## src/rtl/issue_scheduler_pkg.sv

```systemverilog
// Shared types and default sizing for the issue scheduler.
package issue_scheduler_pkg;

   typedef enum logic [1:0] {
      FU_ALU  = 2'd0,
      FU_MULT = 2'd1,
      FU_LD   = 2'd2,
      FU_ST   = 2'd3
   } fu_type_e;

   localparam int unsigned NUM_RS_DEF   = 8;
   localparam int unsigned NUM_ALU_DEF  = 2;
   localparam int unsigned MULT_LAT_DEF = 4;

endpackage

```

## src/rtl/issue_scheduler_rr_picker.sv

```systemverilog
// Combinational rotating-priority picker: first request at or after ptr, wrapping at N.
module issue_scheduler_rr_picker #(
   parameter int unsigned N     = 8,
   parameter int unsigned IDX_W = $clog2(N)
) (
   input  logic [N-1:0]     req,
   input  logic [IDX_W-1:0] ptr,
   output logic [N-1:0]     gnt,
   output logic             gnt_valid,
   output logic [IDX_W-1:0] gnt_idx
);

   logic [IDX_W:0] pos;

   always_comb begin
      gnt       = '0;
      gnt_valid = 1'b0;
      gnt_idx   = '0;
      pos       = '0;
      for (int unsigned i = 0; i < N; i++) begin
         pos = {1'b0, ptr} + (IDX_W+1)'(i);
         if (pos >= (IDX_W+1)'(N)) pos = pos - (IDX_W+1)'(N);
         if (!gnt_valid && req[pos[IDX_W-1:0]]) begin
            gnt_valid = 1'b1;
            gnt_idx   = pos[IDX_W-1:0];
         end
      end
      if (gnt_valid) gnt[gnt_idx] = 1'b1;
   end

endmodule

```

## src/rtl/issue_scheduler.sv

```systemverilog
// Issue select between the RS and the FUs: per-class rotating pickers, registered issue
// packets, and MULT/LSU occupancy tracking.
module issue_scheduler
   import issue_scheduler_pkg::*;
#(
   parameter int unsigned NUM_RS   = NUM_RS_DEF,
   parameter int unsigned IDX_W    = $clog2(NUM_RS),
   parameter int unsigned NUM_ALU  = NUM_ALU_DEF,
   parameter int unsigned MULT_LAT = MULT_LAT_DEF
) (
   input  logic                          clock,
   input  logic                          reset,
   input  logic                          flush,
   input  logic [NUM_RS-1:0]             rs_ready,
   input  logic [NUM_RS-1:0][1:0]        rs_fu_type,
   output logic [NUM_RS-1:0]             rs_grant,
   output logic [NUM_ALU-1:0]            alu_issue_valid,
   output logic [NUM_ALU-1:0][IDX_W-1:0] alu_issue_idx,
   output logic                          mult_issue_valid,
   output logic [IDX_W-1:0]              mult_issue_idx,
   output logic                          lsu_issue_valid,
   output logic [IDX_W-1:0]              lsu_issue_idx,
   input  logic                          lsu_done,
   output logic                          mult_busy,
   output logic                          lsu_busy
);

   localparam int unsigned CNT_W = (MULT_LAT > 1) ? $clog2(MULT_LAT) : 1;

   logic [CNT_W-1:0]              mult_cnt;
   logic [IDX_W-1:0]              alu_ptr, mult_ptr, lsu_ptr;
   logic [NUM_RS-1:0]             cand_alu, cand_mult, cand_lsu;
   logic [NUM_ALU-1:0]            alu_valid;
   logic [NUM_ALU-1:0][IDX_W-1:0] alu_idx;
   logic [IDX_W-1:0]              alu_last;
   logic [NUM_RS-1:0]             mult_gnt, lsu_gnt;
   logic                          mult_valid, lsu_valid;
   logic [IDX_W-1:0]              mult_idx, lsu_idx;

   function automatic logic [IDX_W-1:0] inc_ptr(input logic [IDX_W-1:0] idx);
      return (idx == IDX_W'(NUM_RS - 1)) ? '0 : idx + IDX_W'(1);
   endfunction

   always_comb begin
      cand_alu  = '0;
      cand_mult = '0;
      cand_lsu  = '0;
      for (int unsigned i = 0; i < NUM_RS; i++) begin
         cand_alu[i]  = rs_ready[i] && (rs_fu_type[i] == FU_ALU);
         cand_mult[i] = rs_ready[i] && (rs_fu_type[i] == FU_MULT) && (mult_cnt == '0);
         cand_lsu[i]  = rs_ready[i] && ((rs_fu_type[i] == FU_LD) || (rs_fu_type[i] == FU_ST))
                        && (!lsu_busy || lsu_done);
      end
   end

   // Each ALU picker sees the candidates left over by the pickers before it.
   for (genvar k = 0; k < NUM_ALU; k++) begin : g_alu
      logic [NUM_RS-1:0] req, gnt, acc;
      if (k == 0) begin : g_first
         assign req = cand_alu;
         assign acc = gnt;
      end else begin : g_next
         assign req = g_alu[k-1].req & ~g_alu[k-1].gnt;
         assign acc = g_alu[k-1].acc | gnt;
      end
      issue_scheduler_rr_picker #(.N(NUM_RS), .IDX_W(IDX_W)) u_alu_pick (
         .req       (req),
         .ptr       (alu_ptr),
         .gnt       (gnt),
         .gnt_valid (alu_valid[k]),
         .gnt_idx   (alu_idx[k])
      );
   end

   issue_scheduler_rr_picker #(.N(NUM_RS), .IDX_W(IDX_W)) u_mult_pick (
      .req       (cand_mult),
      .ptr       (mult_ptr),
      .gnt       (mult_gnt),
      .gnt_valid (mult_valid),
      .gnt_idx   (mult_idx)
   );

   issue_scheduler_rr_picker #(.N(NUM_RS), .IDX_W(IDX_W)) u_lsu_pick (
      .req       (cand_lsu),
      .ptr       (lsu_ptr),
      .gnt       (lsu_gnt),
      .gnt_valid (lsu_valid),
      .gnt_idx   (lsu_idx)
   );

   always_comb begin
      alu_last = alu_idx[0];
      for (int unsigned k = 0; k < NUM_ALU; k++) begin
         if (alu_valid[k]) alu_last = alu_idx[k];
      end
      rs_grant = '0;
      if (reset && !flush) rs_grant = g_alu[NUM_ALU-1].acc | mult_gnt | lsu_gnt;
   end

   assign mult_busy = (mult_cnt != '0);

   always_ff @(posedge clock or negedge reset) begin
      if (!reset) begin
         alu_issue_valid  <= '0;
         alu_issue_idx    <= '0;
         mult_issue_valid <= 1'b0;
         mult_issue_idx   <= '0;
         lsu_issue_valid  <= 1'b0;
         lsu_issue_idx    <= '0;
         alu_ptr          <= '0;
         mult_ptr         <= '0;
         lsu_ptr          <= '0;
         mult_cnt         <= '0;
         lsu_busy         <= 1'b0;
      end else begin
         for (int unsigned k = 0; k < NUM_ALU; k++) begin
            alu_issue_valid[k] <= alu_valid[k] && !flush;
            if (alu_valid[k]) alu_issue_idx[k] <= alu_idx[k];
         end
         mult_issue_valid <= mult_valid && !flush;
         lsu_issue_valid  <= lsu_valid && !flush;
         if (mult_valid) mult_issue_idx <= mult_idx;
         if (lsu_valid)  lsu_issue_idx  <= lsu_idx;

         if (!flush && alu_valid[0]) alu_ptr  <= inc_ptr(alu_last);
         if (!flush && mult_valid)   mult_ptr <= inc_ptr(mult_idx);
         if (!flush && lsu_valid)    lsu_ptr  <= inc_ptr(lsu_idx);

         if (flush)                 mult_cnt <= '0;
         else if (mult_valid)       mult_cnt <= CNT_W'(MULT_LAT - 1);
         else if (mult_cnt != '0)   mult_cnt <= mult_cnt - CNT_W'(1);

         // A memory op in flight cannot be squashed, so flush leaves lsu_busy alone.
         if (!flush && lsu_valid)   lsu_busy <= 1'b1;
         else if (lsu_done)         lsu_busy <= 1'b0;
      end
   end

endmodule

```

## config.mk

```make
export PLATFORM = sky130hd
export DESIGN_NAME = issue_scheduler
export DESIGN_NICKNAME = d
export VERILOG_FILES = /design/src/rtl/issue_scheduler_pkg.sv /design/src/rtl/issue_scheduler_rr_picker.sv /design/src/rtl/issue_scheduler.sv
export SDC_FILE = /design/constraint.sdc
export NUM_CORES = 1
export LEC_CHECK = 0
export ABC_AREA = 1
export CAP_MARGIN = 40
export CORE_ASPECT_RATIO = 0.75
export CORE_MARGIN = 3
export CORE_UTILIZATION = 52
export DETAILED_ROUTE_END_ITERATION = 6
export PLACE_DENSITY = 0.77
export SLEW_MARGIN = 20
export SYNTH_ARGS = -nofsm -noshare
export SYNTH_HDL_FRONTEND = slang
export SYNTH_SLANG_ARGS = --single-unit
```

## constraint.sdc

```tcl
create_clock -name clock -period 6.7 [get_ports clock]
set_clock_uncertainty 0.05 [all_clocks]
set_input_delay 2.01 -clock clock [delete_from_list [all_inputs] [get_ports clock]]
set_output_delay 2.01 -clock clock [all_outputs]
set_load 0.1 [all_outputs]
```

==> impl_metrics.ini, run 1 <==
[run_status]
outcome = aborted with a tool error
last-stage-reached = global routing
toolErrorMsg = [ERROR GRT-0116] Global routing finished with congestion. Check the congestion regions in the DRC Viewer.

[logic_synthesis]
synth-seq-area-share = 0.164
postSynth.topFlopCell = sky130_fd_sc_hd__dfrtp_1
synth.net_count = 783
syn-mean-instance-area_um2 = 5.73
syn-instance-count = 744
yosys-top-cells-area = sky130_fd_sc_hd__nand2_1, sky130_fd_sc_hd__dfrtp_1, sky130_fd_sc_hd__nand3_1, sky130_fd_sc_hd__inv_1, sky130_fd_sc_hd__nor2_1
yosys.area.top_type_share = 0.165
synthArstFlopShare = 1.00
synthMostInstantiatedCell = sky130_fd_sc_hd__nand2_1
yosys_register_bits = 28
syn-cell-area_um2 = 4270
synth-edff-count = 0
ys_warn_count = 0
synth_cell_types = 48
synth_top_cells_by_count = sky130_fd_sc_hd__nand2_1, sky130_fd_sc_hd__inv_1, sky130_fd_sc_hd__nand3_1
post-synth-top-area-cell = sky130_fd_sc_hd__nand2_1

[global_routing]
grt_pass1_vias = 9161
wire_length_of_the_first_global_routing_pass_um = 54500
sum_of_overflow_across_all_layers_after_global_routing = 52
groute.usage.overall = 0.736
grt_max_degree = 29

[clocking]
post_cts_hold_buffer_count = 0
cts_buffers = 3
clock_root_buffer_master = sky130_fd_sc_hd__clkbuf_8
cts_htree_levels = 1
tritoncts_num_sinks = 28
clk_buf_depth = 2

[placed_design]
dp_hpwl_um = 15000
finalWeightedCongestion = 0.999
placedInstanceArea_um2 = 6490
place_inst = 1028
buffer_ports.inserted = 53
place_worst_setup_slack_ns = -1.36

[floorplanning]
initial_core_util = 0.559
die_h_um = 84.4
row_count = 27
die_x_um = 111
ioPinCount = 54
-- kinds of logic after synthesis --
logic type	count (synthesis)	synth area share
AO/OA/AOI/OAI	95	0.126
flip-flops	28	0.164
XOR/XNOR	10	0.0311
adder cells (fa/ha/maj)	11	0.0323
buffers and inverters	136	0.128
AND/OR/NAND/NOR	459	0.506
multiplexers	5	0.0117
-- metrics by stage --
stage,TNS (ns),utilization
CTS,-6.67,0.980
detailed placement,-10.47,0.851
global placement,-9.03,0.815
floorplan,-2.94,-
-- repair_timing --
action | 4_1_cts
setup endpoints to repair | 8
pin swaps | 107
gates cloned | 0
gates resized for setup | 273
buffers inserted | 38
-- metal layers --
| metal | GRT overflow | global-route usage |
|---|---|---|
| met2 | 27 | 0.913 |
| met1 | 0 | 0.752 |
| met5 | 0 | 0.0308 |
| met4 | 24 | 0.776 |
| met3 | 1 | 0.554 |
==> run 2, diff against run 1 <==
- CORE_ASPECT_RATIO: 0.75 -> unset
- CORE_UTILIZATION: 52 -> 40
- PLACE_DENSITY: 0.77 -> unset
- PLACE_DENSITY_LB_ADDON: unset -> 0.15
- clock period: 6.7 -> 8.7 ns (I/O delays scaled with it)
==> run 2 against run 1 <==
Against the previous run:
- the flow now finishes, with violations (negative setup slack)
- synthesized cell count is the same
- synthesized area is the same
==> impl_metrics.ini, run 2 <==
[clocking]
cts_htree_levels = 1
post_cts_hold_buffer_count = 0
cts_buffers = 3
clk_latency_ns = 0.30
tritoncts = built
clock_root_buffer_master = sky130_fd_sc_hd__clkbuf_8
clk_buf_depth = 2
tritoncts_num_sinks = 28
clk_pin_slew_worst_paths_ns = 0.10

[finish]
fillers = 840
fin_util = 0.695
insertedDiodeCount = 0
top_library_cells_by_usage_in_the_layout_fill_and_taps_aside = sky130_fd_sc_hd__nand2_1, sky130_fd_sc_hd__buf_4, sky130_fd_sc_hd__inv_1
largest_register_ff_count = 6
largest-register = alu_issue_idx
nets_finish = 975
final_common_cell = sky130_fd_sc_hd__nand2_1
final_layout_size_suffix_gt1_frac = 0.398
growth_of_design_area_from_synthesis_to_finish_pct = 69.0

[critical_path]
cpPeakStageDelay_ns = 0.20
critical-path-slowest-cell = sky130_fd_sc_hd__nor2_4
crit_path_max_fanout = 7
data_arrival_time_of_the_worst_path_ns = 6.19
crit_path_start_kind = input port
r2r_slack_ns = 3.33
worst_setup_path_end_kind = output port
critPathRequiredTime_ns = 6.04
timing.setup.critical_path_class = input port to output port
worst_path_most_repeated_cell = sky130_fd_sc_hd__nand3_4

[detailed_routing]
drt-pass1-iter-count = 5
detail-route-antenna-nets = 0
routed_wire_length_per_instance_um = 15.9
finalWirelength_um = 17100
detailroute.via_count = 5707
drt_first_iter_violations = 453
remaining_design_rule_violation_count = 0
route.detailed.vias_per_inst = 5.33

[global_routing]
sum_of_overflow_across_all_layers_after_global_routing = 0
grt_max_degree = 30
number_of_antenna_violations_at_the_first_check_in_global_routing = 0
groute.usage.overall = 0.269
grt_pass1_vias = 5511
wire_length_of_the_first_global_routing_pass_um = 25900

[logic_synthesis]
syn-cell-area_um2 = 4270
synth-edff-count = 0
ys_warn_count = 0
yosys.area.top_type_share = 0.165
synth_cell_types = 48
synthMostInstantiatedCell = sky130_fd_sc_hd__nand2_1
post-synth-top-area-cell = sky130_fd_sc_hd__nand2_1
synth.net_count = 783
syn-mean-instance-area_um2 = 5.73
postSynth.topFlopCell = sky130_fd_sc_hd__dfrtp_1
synthArstFlopShare = 1.00
syn-instance-count = 744
yosys-top-cells-area = sky130_fd_sc_hd__nand2_1, sky130_fd_sc_hd__dfrtp_1, sky130_fd_sc_hd__nand3_1, sky130_fd_sc_hd__inv_1, sky130_fd_sc_hd__nor2_1
synth-seq-area-share = 0.164
yosys_register_bits = 28
synth_top_cells_by_count = sky130_fd_sc_hd__nand2_1, sky130_fd_sc_hd__inv_1, sky130_fd_sc_hd__nand3_1

[timing]
finalSetupTns_ns = -1.01
final.hold.worst_slack_ns = 0.442
max_clock_freq_mhz = 113
finalMaxSlewViolations = 0
finalWorstSetupSlack_ns = -0.151
timing.final.crit_period_ns = 8.85
grt_setup_unrepaired = yes
final.period_utilization = 1.02
worst-slew-pin-transition_ns = 0.799
finalHoldViolCount = 0
max_slew_headroom = 0.467
report.final.setup_viol = 8

[floorplanning]
initial_core_util = 0.411
row_count = 37
placeableCoreArea_um2 = 10400
ioPinCount = 54
die_h_um = 109
die_area_um2 = 11900
die_x_um = 109

[run_status]
outcome = complete, but fails checks
violated_checks = negative setup slack

[placed_design]
place_worst_setup_slack_ns = -0.598
dp_hpwl_um = 12100
finalWeightedCongestion = 0.955
buffer_ports.inserted = 53

[run]
maxCapViolCount = 0

[worst_hold_path]
min-delay-path-class = register to register
## run 2: cell counts after synthesis
Identical to the previous run, type by type.
## run 2: logic make-up after synthesis
| kind of cell | count (synthesis) | synth area share |
|---|---|---|
| mux | 5 | 0.0117 |
| xor+xnor | 10 | 0.0311 |
| flops | 28 | 0.164 |
| buf+inv | 136 | 0.128 |
| simple gates | 459 | 0.506 |
| fa+ha+maj | 11 | 0.0323 |
| compound gates | 95 | 0.126 |
## run 2: layout make-up
cell class                      count  area [um^2]  share of cell area
Clock buffer                        3         41.3             0.00573
Timing Repair Buffer              204         1840               0.255
Sequential cell                    28          701              0.0972
Multi-Input combinational cell    580         3970               0.551
Clock inverter                      1         30.0             0.00417
Inverter                          119          457              0.0634
Tap cell                          136          170              0.0236
## run 2: what timing repair did
| action | in CTS | in global routing |
|---|---|---|
| resized for setup | 210 | 100 |
| buffers inserted | 21 | 11 |
| endpoints found under the setup margin | 8 | 8 |
| hold endpoints to repair | 0 | 0 |
| pin swaps | 71 | 71 |
## run 2: worst paths after layout
kind | start | end | depth (start not counted)
worst max-delay path | rs_fu_type[7] | rs_grant[7] | 30
worst min-delay path | alu_issue_idx[0] | alu_issue_idx[0] | 2
worst max register to register | alu_ptr[0] | alu_ptr[1] | 32
worst min register to register | alu_issue_idx[0] | alu_issue_idx[0] | 2
max in group asynchronous | reset | mult_issue_idx[0] | 2
min in group asynchronous | reset | mult_issue_idx[1] | 2
## run 2: layer usage
| layer | part of all wire | global-route usage | up-vias |
|---|---|---|---|
| met5 | 0 | 0 | - |
| met2 | 0.50 | 0.472 | 201 |
| met4 | 0.018 | 0.0703 | 0 |
| met3 | 0.052 | 0.0296 | 32 |
| li1 | - | - | 2805 |
| met1 | 0.43 | 0.351 | 2669 |
## run 2: through the flow
stage	area, um^2	cells
after CTS	6660	1060
after detailed placement	6030	1035
final	7210	1071
after global routing	7210	1071
after global placement	5760	1017
after floorplan	4320	744
## run 2: critical path, delay by kind of cell
kind	cells	cell delay, ns
AOI/OAI and AO/OA	1	0.18
and+or+nand+nor	23	2.61
buffers and inverters	6	0.76
Power of run 2 is left out: the tool's default activity adds up to more than one toggle a clock period on the data nets, which glitch-free logic cannot reach.
==> run 3, diff against run 2 <==
- SLEW_MARGIN: 20 -> unset
- clock period: 8.7 -> 8.65 ns (I/O delays scaled with it)
==> run 3 against run 2 <==
Against the previous run:
- the run still ends with negative setup slack left
- sequential share of layout area is 0.38 points higher
- via count shrank 1.9%
- wire length fell by 7.3%
- final area down 3.8%
- utilization is 2.6 points lower
- critical path type unchanged
==> impl_metrics.ini, run 3 (same netlist as run 2, synthesis figures left out) <==
[detailed_routing]
drt-pass1-iter-count = 5
finalWirelength_um = 15800
detailroute.via_count = 5601
drt_first_iter_violations = 373
routed_wire_length_per_instance_um = 14.9
remaining_design_rule_violation_count = 0
route.detailed.vias_per_inst = 5.28
detail-route-antenna-nets = 0

[timing]
worst-slew-pin-transition_ns = 0.741
final.period_utilization = 1.01
final.hold.worst_slack_ns = 0.428
grt_setup_unrepaired = yes
report.final.setup_viol = 8
max_slew_headroom = 0.506
timing.final.crit_period_ns = 8.74
finalMaxSlewViolations = 0
finalHoldViolCount = 0
finalWorstSetupSlack_ns = -0.0889
max_clock_freq_mhz = 114

[critical_path]
worst_setup_path_end_kind = output port
crit_path_max_fanout = 5
critical-path-top-delay-family = simple AND/OR/NAND/NOR gates
data_arrival_time_of_the_worst_path_ns = 6.09
critical_path_buf_inv_count = 4
critPathRequiredTime_ns = 6.01
crit_path_start_kind = input port
r2r_start = alu_ptr[0]
cpPeakStageDelay_ns = 0.24
path_depth_of_the_worst_reg2reg_path = 33
regToRegEndpoint = alu_ptr[1]
timing.setup.critical_path_class = input port to output port
r2r_slack_ns = 3.56
critical-path-slowest-cell = sky130_fd_sc_hd__nand3_4

[finish]
final_layout_size_suffix_gt1_frac = 0.370
insertedDiodeCount = 0
final_common_cell = sky130_fd_sc_hd__nand2_1
regArea_um2 = 701
largest_register_ff_count = 6
nets_finish = 964
growth_of_design_area_from_synthesis_to_finish_pct = 62.6
multi_input_comb_area_um2 = 3740
top_library_cells_by_usage_in_the_layout_fill_and_taps_aside = sky130_fd_sc_hd__nand2_1, sky130_fd_sc_hd__buf_4, sky130_fd_sc_hd__inv_1
largest-register = alu_issue_idx
fillers = 922

[clocking]
cts_buffers = 3
clk_pin_slew_worst_paths_ns = 0.10
tritoncts_num_sinks = 28
tritoncts = built
post_cts_hold_buffer_count = 0
clk_buf_depth = 2
cts_htree_levels = 1
clk_latency_ns = 0.29
clock_root_buffer_master = sky130_fd_sc_hd__clkbuf_8

[worst_hold_path]
worst_hold_path_depth = 2
hp-start = alu_issue_idx[1]
min_delay_worst_endpoint = alu_issue_idx[1]
min-delay-path-class = register to register

[global_routing]
groute.usage.overall = 0.265
grt_pass1_vias = 5435
wire_length_of_the_first_global_routing_pass_um = 25600
sum_of_overflow_across_all_layers_after_global_routing = 0
grt_max_degree = 30
number_of_antenna_violations_at_the_first_check_in_global_routing = 0

[placed_design]
place_worst_setup_slack_ns = -0.584
dp_hpwl_um = 12100
finalWeightedCongestion = 0.930
buffer_ports.inserted = 53

[floorplanning]
die_area_um2 = 11900
placeableCoreArea_um2 = 10400
die_h_um = 109
ioPinCount = 54
row_count = 37
initial_core_util = 0.411
die_x_um = 109

[run_status]
outcome = complete, but fails checks
violated_checks = negative setup slack

[run]
maxCapViolCount = 0
-- run 3: changes by cell type in the layout (fill, tap and decap cells not counted), moves of 3 or more --
| cell | change |
|---|---|
| sky130_fd_sc_hd__a21oi_2 | +4 |
| sky130_fd_sc_hd__buf_16 | +3 |
| sky130_fd_sc_hd__buf_2 | -6 |
| sky130_fd_sc_hd__buf_4 | -7 |
| sky130_fd_sc_hd__buf_8 | -4 |
| sky130_fd_sc_hd__clkdlybuf4s15_2 | +4 |
| sky130_fd_sc_hd__nand2_1 | +4 |
| sky130_fd_sc_hd__nand2_4 | -6 |
| sky130_fd_sc_hd__nand3_1 | +10 |
| sky130_fd_sc_hd__nand3_2 | +3 |
| sky130_fd_sc_hd__nand3_4 | -13 |
| sky130_fd_sc_hd__nor2_1 | +3 |
-- run 3: worst max path at each step --
stage                              to            from  slack (ns)  cells past startpoint
after floorplan           rs_grant[4]   rs_fu_type[4]       -0.02                     27
after global placement    rs_grant[4]   rs_fu_type[7]       -0.61                     29
after detailed placement  rs_grant[5]   rs_fu_type[7]       -0.58                     29
after CTS                 rs_grant[4]     rs_ready[1]       0.001                     25
after global routing      rs_grant[0]  rs_fu_type[15]       -0.38                     34
final                     rs_grant[0]  rs_fu_type[15]       -0.09                     29
-- run 3: area by class of cell --
cell class	count	area share
Clock inverter	1	0.00433
Sequential cell	28	0.101
Tap cell	136	0.0245
Multi-Input combinational cell	580	0.540
Inverter	119	0.0655
Clock buffer	3	0.00595
Timing Repair Buffer	193	0.259
-- run 3: metal layers --
| layer | wire length [um] | share of wire | GRT usage |
|---|---|---|---|
| met1 | 6950 | 0.44 | 0.354 |
| met2 | 7540 | 0.48 | 0.446 |
| met3 | 917 | 0.058 | 0.0326 |
| met4 | 408 | 0.026 | 0.0801 |
| met5 | 0 | 0 | 0 |
-- run 3: worst register-to-register path, delay by kind of cell (launching register included) --
kind / cells / cell delay, ns
adder cells (fa/ha/maj): 2 / 0.60
AO/OA/AOI/OAI: 2 / 0.22
flip-flops: 1 / 0.42
buffers and inverters: 7 / 1.25
AND/OR/NAND/NOR: 22 / 2.43
-- run 3: what timing repair did --
item / CTS / global route
buffers inserted: 19 / 3
resized for setup: 212 / 49
pin swaps: 65 / 26
setup endpoints to repair: 8 / 8
-- run 3: through the flow --
step / cell area (um^2) / util / instances / setup TNS (ns)
2_1_floorplan: 4320 / - / 744 / -0.0239
3_3_place_gp: 5750 / 0.555 / 1016 / -4.61
3_5_place_dp: 6060 / 0.584 / 1034 / -4.21
4_1_cts: 6730 / 0.649 / 1057 / 0
5_1_grt: 6940 / 0.669 / 1060 / -2.54
6_report: 6940 / 0.669 / 1060 / -0.425
Power of run 3 is left out for the same reason.
==> run 4, diff against run 3 <==
- GPL_TIMING_DRIVEN: unset -> 1
- clock period: 8.65 -> 7.06 ns (I/O delays scaled with it)
==> run 4 against run 3 <==
Against the previous run:
- the run still ends with negative setup slack left
- largest cell class unchanged
- final area increased by 11%
- wire length increased by 16%
- critical path type unchanged
- sequential share of layout area decreased by 1.0 points
- register-to-register slack got worse by 1.7 ns
- final cell count increased by 5.8%
- worst setup slack got worse by 0.82 ns
- flip-flop and latch count unchanged
- count of clock-buffer cells in the layout unchanged
- first-iteration DRC count increased by 26%
- non-clock buffer count increased by 62
- die area unchanged
- utilization increased by 7.6 points
- highest routed layer unchanged
==> impl_metrics.ini, run 4 (same netlist as run 2, synthesis figures left out) <==
[run]
maxCapViolCount = 0

[timing]
finalHoldViolCount = 0
grt_setup_unrepaired = yes
finalWorstSetupSlack_ns = -0.913
max_slew_headroom = 0.503
worst-slew-pin-transition_ns = 0.743
timing.final.crit_period_ns = 7.97
report.final.setup_viol = 8
max_clock_freq_mhz = 125
final.period_utilization = 1.13
finalMaxSlewViolations = 0

[clocking]
clock_root_buffer_master = sky130_fd_sc_hd__clkbuf_8
cts_htree_levels = 1
tritoncts_num_sinks = 28
clk_latency_ns = 0.29
clk_pin_slew_worst_paths_ns = 0.10
clk_buf_depth = 2
post_cts_hold_buffer_count = 0
cts_buffers = 3
tritoncts = built

[placed_design]
place_worst_setup_slack_ns = -1.11
buffer_ports.inserted = 53
dp_hpwl_um = 13000
finalWeightedCongestion = 0.979
placedInstanceArea_um2 = 6660

[floorplanning]
initial_core_util = 0.411
die_area_um2 = 11900
ioPinCount = 54
die_x_um = 109
placeableCoreArea_um2 = 10400
row_count = 37
die_h_um = 109

[global_routing]
number_of_antenna_violations_at_the_first_check_in_global_routing = 0
grt_max_degree = 29
groute.usage.overall = 0.289
sum_of_overflow_across_all_layers_after_global_routing = 0
grt_pass1_vias = 5871
wire_length_of_the_first_global_routing_pass_um = 27700

[finish]
final_common_cell = sky130_fd_sc_hd__buf_4
final_layout_size_suffix_gt1_frac = 0.452
fin_util = 0.745
fillers = 792
regArea_um2 = 701
growth_of_design_area_from_synthesis_to_finish_pct = 81.1
insertedDiodeCount = 0
nets_finish = 1026
multi_input_comb_area_um2 = 4090
final_cell_area_um2 = 7720
largest_register_ff_count = 6
largest-register = alu_issue_idx
top_library_cells_by_usage_in_the_layout_fill_and_taps_aside = sky130_fd_sc_hd__buf_4, sky130_fd_sc_hd__nand2_1, sky130_fd_sc_hd__inv_1

[critical_path]
critical_path_buf_inv_count = 4
worst_setup_path_end_kind = output port
worst_path_most_repeated_cell = sky130_fd_sc_hd__nand3_2
critPathRequiredTime_ns = 4.89
cpPeakStageDelay_ns = 0.25
crit_path_start_kind = input port
r2r_start = alu_ptr[1]
data_arrival_time_of_the_worst_path_ns = 5.81
timing.setup.critical_path_class = input port to output port
critical-path-slowest-cell = sky130_fd_sc_hd__nand3_4
crit_path_max_fanout = 7
critical-path-top-delay-family = simple AND/OR/NAND/NOR gates
crit_path_start = rs_fu_type[7]

[detailed_routing]
detailroute.via_count = 6062
routed_wire_length_per_instance_um = 16.4
detail-route-antenna-nets = 0
route.detailed.vias_per_inst = 5.40
finalWirelength_um = 18400
drt_first_iter_violations = 471
drt-pass1-iter-count = 5
remaining_design_rule_violation_count = 0

[worst_hold_path]
hp-start = alu_issue_idx[5]
min-delay-path-class = register to register

[run_status]
outcome = complete, but fails checks
violated_checks = negative setup slack
run 4: cell count changes in the layout (fill, tap and decap cells not counted), sizes merged:
| cell | delta |
|---|---|
| clkbuf | -2 |
| buf | +68 |
| clkdlybuf4s15 | -4 |
run 4: cell type report:
cell class                 count  share of cell area
tap                          136              0.0220
clock buffer                   3             0.00535
clock inverter                 1             0.00389
timing repair buffer         255               0.289
multi-input combinational    580               0.529
inverter                     119              0.0598
sequential                    28              0.0907
run 4: metal layers:
layer | vias to the layer above | global-route usage | part of all wire | wire length (um)
li1 | 2902 | - | - | -
met4 | 0 | 0.110 | 0.051 | 930
met1 | 2853 | 0.354 | 0.39 | 7150
met3 | 85 | 0.0278 | 0.053 | 976
met2 | 222 | 0.521 | 0.51 | 9300
met5 | - | 0 | 0 | 0
run 4: stage by stage:
step	hold WS (ns)	TNS, ns	cells
6_report	0.436	-6.98	1122
2_1_floorplan	0.469	-1.79	744
3_3_place_gp	0.404	-8.08	1060
5_1_grt	0.457	-8.84	1122
3_5_place_dp	0.412	-8.51	1078
4_1_cts	0.436	-4.66	1107
run 4: final timing paths:
path                                          to  slack [ns]  cells after the start
worst max register to register        alu_ptr[1]        1.83                     30
max in group asynchronous             alu_ptr[0]        4.42                      2
worst max-delay path                 rs_grant[7]       -0.91                     28
worst min-delay path            alu_issue_idx[5]        0.44                      2
worst min register to register  alu_issue_idx[5]        0.44                      2
min in group asynchronous            mult_cnt[1]        2.25                      2
run 4: tightest hold or removal path, cell delays in order (launching register included):
cell                      delay [ns]
sky130_fd_sc_hd__dfrtp_1        0.35
sky130_fd_sc_hd__nand2_1        0.05
sky130_fd_sc_hd__nand2_1        0.05
run 4: timing repair:
| item | 4_1_cts | 5_1_grt |
|---|---|---|
| endpoints found under the setup margin | 8 | 8 |
| buffers inserted | 25 | 15 |
| resized for setup | 216 | 62 |
| pin swaps | 103 | 63 |
Power of run 4 is left out for the same reason.
